[src/rtl/alu_seq_pkg.sv]
// alu_seq_pkg: shared state encoding, opcodes and sizing for the MUL/DIV sequencer
package alu_seq_pkg;
    typedef enum logic [1:0] {IDLE, CALC, DONE} state_t;
    localparam logic OP_MUL = 1'b0;
    localparam logic OP_DIV = 1'b1;
    localparam int ITER = 8;
    localparam int ADD_W = 9;
endpackage

[src/rtl/parallel_adder.sv]
// parallel_adder: W-bit ripple-carry adder built from full-adder cells
module parallel_adder #(
    parameter int W = 9
) (
    input  logic [W-1:0] x,
    input  logic [W-1:0] y,
    input  logic         cin,
    output logic [W-1:0] sum,
    output logic         cout
);
    logic [W:0] c;
    assign c[0] = cin;
    assign cout = c[W];
    for (genvar i = 0; i < W; i++) begin : g_fa
        assign sum[i]   = x[i] ^ y[i] ^ c[i];
        assign c[i+1]   = (x[i] & y[i]) | (c[i] & (x[i] ^ y[i]));
    end
endmodule

[src/rtl/alu_seq_muldiv.sv]
// alu_seq_muldiv: 8-iteration radix-2 Booth signed multiply / restoring unsigned divide
// sharing one 9-bit ripple adder; start/busy/done handshake with held results.
module alu_seq_muldiv
    import alu_seq_pkg::*;
#(
    parameter int WIDTH = 8
) (
    input  logic             clk,
    input  logic             rst,
    input  logic             start,
    input  logic             op,
    input  logic [WIDTH-1:0] a,
    input  logic [WIDTH-1:0] b,
    output logic             busy,
    output logic             done,
    output logic [WIDTH-1:0] result_hi,
    output logic [WIDTH-1:0] result_lo,
    output logic             div_by_zero
);
    state_t             state;
    logic [2:0]         cnt;
    logic               op_r;
    logic [ADD_W-1:0]   acc, m_r;
    logic [WIDTH-1:0]   q;
    logic               q_1;
    logic [ADD_W-1:0]   r_sh, x, y, sum, acc_n;
    logic [WIDTH-1:0]   q_n;
    logic [1:0]         booth;
    logic               cin, cout_unused, accept, last;

    // acc holds Booth A for MUL and partial remainder R for DIV; m_r holds M or D
    always_comb begin
        r_sh   = {acc[ADD_W-2:0], q[WIDTH-1]};
        booth  = {q[0], q_1};
        x      = op_r == OP_DIV ? r_sh : acc;
        y      = op_r == OP_DIV ? ~m_r : booth == 2'b01 ? m_r : booth == 2'b10 ? ~m_r : '0;
        cin    = op_r == OP_DIV || booth == 2'b10;
        acc_n  = op_r == OP_DIV ? (sum[ADD_W-1] ? r_sh : sum) : {sum[ADD_W-1], sum[ADD_W-1:1]};
        q_n    = op_r == OP_DIV ? {q[WIDTH-2:0], ~sum[ADD_W-1]} : {sum[0], q[WIDTH-1:1]};
        accept = start && state != CALC;
        last   = cnt == 3'(ITER - 1);
    end

    parallel_adder #(.W(ADD_W)) u_add (
        .x   (x),
        .y   (y),
        .cin (cin),
        .sum (sum),
        .cout(cout_unused)
    );

    always_ff @(posedge clk or posedge rst) begin
        if (rst) begin
            state       <= IDLE;
            cnt         <= '0;
            op_r        <= OP_MUL;
            acc         <= '0;
            m_r         <= '0;
            q           <= '0;
            q_1         <= 1'b0;
            busy        <= 1'b0;
            done        <= 1'b0;
            result_hi   <= '0;
            result_lo   <= '0;
            div_by_zero <= 1'b0;
        end else if (accept) begin
            state       <= CALC;
            cnt         <= '0;
            op_r        <= op;
            acc         <= '0;
            m_r         <= op == OP_DIV ? {1'b0, b} : {a[WIDTH-1], a};
            q           <= op == OP_DIV ? a : b;
            q_1         <= 1'b0;
            busy        <= 1'b1;
            done        <= 1'b0;
            div_by_zero <= 1'b0;
        end else if (state == CALC) begin
            acc <= acc_n;
            q   <= q_n;
            q_1 <= q[0];
            cnt <= cnt + 3'd1;
            if (last) begin
                state       <= DONE;
                busy        <= 1'b0;
                done        <= 1'b1;
                result_hi   <= acc_n[WIDTH-1:0];
                result_lo   <= q_n;
                div_by_zero <= op_r == OP_DIV && m_r == '0;
            end
        end else begin
            state <= IDLE;
            done  <= 1'b0;
        end
    end
endmodule

[config.mk]
export PLATFORM = sky130hd
export DESIGN_NAME = alu_seq_muldiv
export DESIGN_NICKNAME = d
export VERILOG_FILES = /design/src/rtl/alu_seq_pkg.sv /design/src/rtl/parallel_adder.sv /design/src/rtl/alu_seq_muldiv.sv
export SDC_FILE = /design/constraint.sdc
export NUM_CORES = 1
export LEC_CHECK = 0
export BUFFER_PORTS_ARGS = -buffer_cell sky130_fd_sc_hd__clkbuf_2
export CORE_ASPECT_RATIO = 0.7
export CORE_MARGIN = 5
export CORE_UTILIZATION = 44
export DETAILED_ROUTE_END_ITERATION = 10
export GPL_TIMING_DRIVEN = 1
export SLEW_MARGIN = 10
export SYNTH_ARGS = -nofsm -noshare
export SYNTH_HDL_FRONTEND = slang
export SYNTH_HIERARCHICAL = 1
export SYNTH_SLANG_ARGS = --single-unit
[constraint.sdc]
create_clock -name clk -period 5.7 [get_ports clk]
set_input_delay 1.425 -clock clk [delete_from_list [all_inputs] [get_ports clk]]
set_output_delay 1.425 -clock clk [all_outputs]
set_load 0.1 [all_outputs]
==> metrics.md <==
| Metric | Value |
|---|---|
| Busiest grt layer | `met1` |
| WS Path Type | `reg -> reg` |
| Final Max Tran Viols | `0` |
| Max FO, Critical Path | `10` |
| CTS sink count | `51` |
| Starting Density | `approximately 46%` |
| Clk_skew | `8.71 ps` |
| Post-Syn Area | `2940 sq um` |
| Pin count of the biggest net entering global routing | `52` |
| I/O pin total | `39` |
| H-tree levels | `2` |
| Wire per inst | `15.2 microns` |
| Mapped Nets | `around 330` |
| Vias/cell | `5.26` |
| Initial drt markers | `146` |
| Worst endpoint data arrival time | `5530 ps` |
| Req. time, crit path | `5900 ps` |
| Grt met3 use | `3.28%` |
| Routability cong. | `0.762` |
| Worst Tran Pin Value | `roughly 850 ps` |
| Met2 GRT Util | `22.1%` |
| Final period utilization | `93.4%` |
| Count of final hold-check violations | `0` |
| Post-DP HPWL | `4.51 mm` |
| Initial antenna violation count | `0` |
| Cell depth of the worst flop-to-flop path | `17` |
| Buffers on Ports | `38` |
| Die W | `108 microns` |
| Num CTS Buffers | `5` |
| Routed Antenna Nets | `0` |
| Die H | `between 70 and 80 microns` |
| First-pass GRT wire length | `11.0 mm` |
| Die area | `between 8000 and 9000 sq um` |
| CTS Buffer Depth | `2` |
| Skew-Pair Late Insertion Delay | `~310 ps` |
| CP Launch Type | `flip-flop` |
| Layout cells sized above 1 | `22.6%` |
| Drt drc | `0` |
| Iteration count of the initial detailed-routing pass | `5` |
| CP Cell Sequence | `mux2_2 > fa_1 > inv_1 > fa_1 > inv_1 > fa_1 > fa_1 > fa_1 > fa_1 > fa_1 > fa_1 > inv_1 > fa_1 > inv_1 > mux2i_1 > nand2_1 > a32o_1` |
| TritonCTS clock tree | `yes` |
| Gate Count Post-Synth | `295` |
| # rows | `24` |
| Vias in the first global route | `approximately 2200` |
| Post-cts resize count | `0` |
| CTS root buf | `clkbuf_8` |
| Nets | `358` |
| HP Class | `reg -> reg` |
| Fin crit period | `5320 ps` |
| Core ar. | `between 6000 and 7000 sq um` |
| P&R area growth vs syn | `10.1%` |
| Fill count | `625` |
| Hold buffer count at CTS | `0` |
| Global route overflow | `0` |
| Via count | `2206` |
| Largest stage delay on the critical path | `approximately 480 ps` |
| Ys Warns | `6` |
| Final setup fails | `0` |
| Slowest-stage cell, CP | `dfrtp_1` |
| Final WL | `6.38 mm` |
| Most common cell after layout, fill and taps aside | `dfrtp_1` |
| Hold depth | `2` |
| Mean Syn Cell Area | `9.95 sq um` |
| Most used cell, CP | `fa_1` |
| Most frequent cells in the layout | `dfrtp_1 (51), clkbuf_2 (38), nand2_1 (30)` |
| Max Cap Viol | `0` |
| Setup total negative slack | `0 ps` |
| Unrepaired setup endpoints after global routing | `no` |
| Crit end category | `flip-flop` |
| Inserted Diodes | `0` |
| FMAX | `188 MHz` |
| Worst rel slew slack | `43.1%` |
| GR Util met1 | `26.7%` |
| Status | `completed` |
| Total GRT Usage | `about 16%` |
| Postcts setup bufs | `0` |
| Clock Pin Slew Worst Setup and Hold Paths | `100 ps` |
## state kept, by name (all words and copies together) (netlist names)
name,flops
cnt,3
result_lo,8
m_r,9
acc,9
q_1,1
op_r,1
state,1
div_by_zero,1
busy,1
done,1
q,8
result_hi,8
## per-stage QoR
stage	util [%]	hold slack, ps	std cells	worst slack (ps)	cell area [sq um]
6_report	50.8	483	419	375	3230
2_1_floorplan	-	452	295	599	2940
5_1_grt	50.8	520	419	25.9	3230
3_3_place_gp	49.4	463	411	486	3150
3_5_place_dp	49.4	471	411	385	3150
4_1_cts	50.8	491	419	384	3230
## worst paths after layout
path / from / end / slack [ps]
worst max-delay path: op_r / acc[4] / 380
worst min-delay path: result_lo[6] / result_lo[6] / 480
worst max register to register: op_r / acc[4] / 380
worst min register to register: result_lo[6] / result_lo[6] / 480
max in group asynchronous: rst / q[1] / 3990
min in group asynchronous: rst / result_lo[5] / 1230
## routing by layer
metal	routed length [microns]	part of all wire, %
met4	36	0.56
met1	3450	54
met3	349	5.5
met5	0	0
met2	2540	40
## critical path: cells and delay by family, from the launching register on
family | cells | cell delay (ps)
adders and majority gates | 9 | 3210
and+or+nand+nor | 1 | 100
buffers and inverters | 4 | 560
AOI/OAI and AO/OA | 1 | 220
DFF | 1 | 480
muxes | 2 | 630
## layout make-up
class / count / area [sq um] / share of cell area [%]
clock buffers: 5 / 68.8 / 2.13
clock inverters: 3 / 20.0 / 0.619
inverters: 17 / 63.8 / 1.97
multi-input cells: 207 / 1450 / 44.8
flip-flops and latches: 51 / 1280 / 39.5
well taps: 91 / 114 / 3.52
repair buffers: 45 / 243 / 7.50
Power is not shown: default switching activity piles up to over one toggle a cycle in this logic, so the estimate is an artifact.
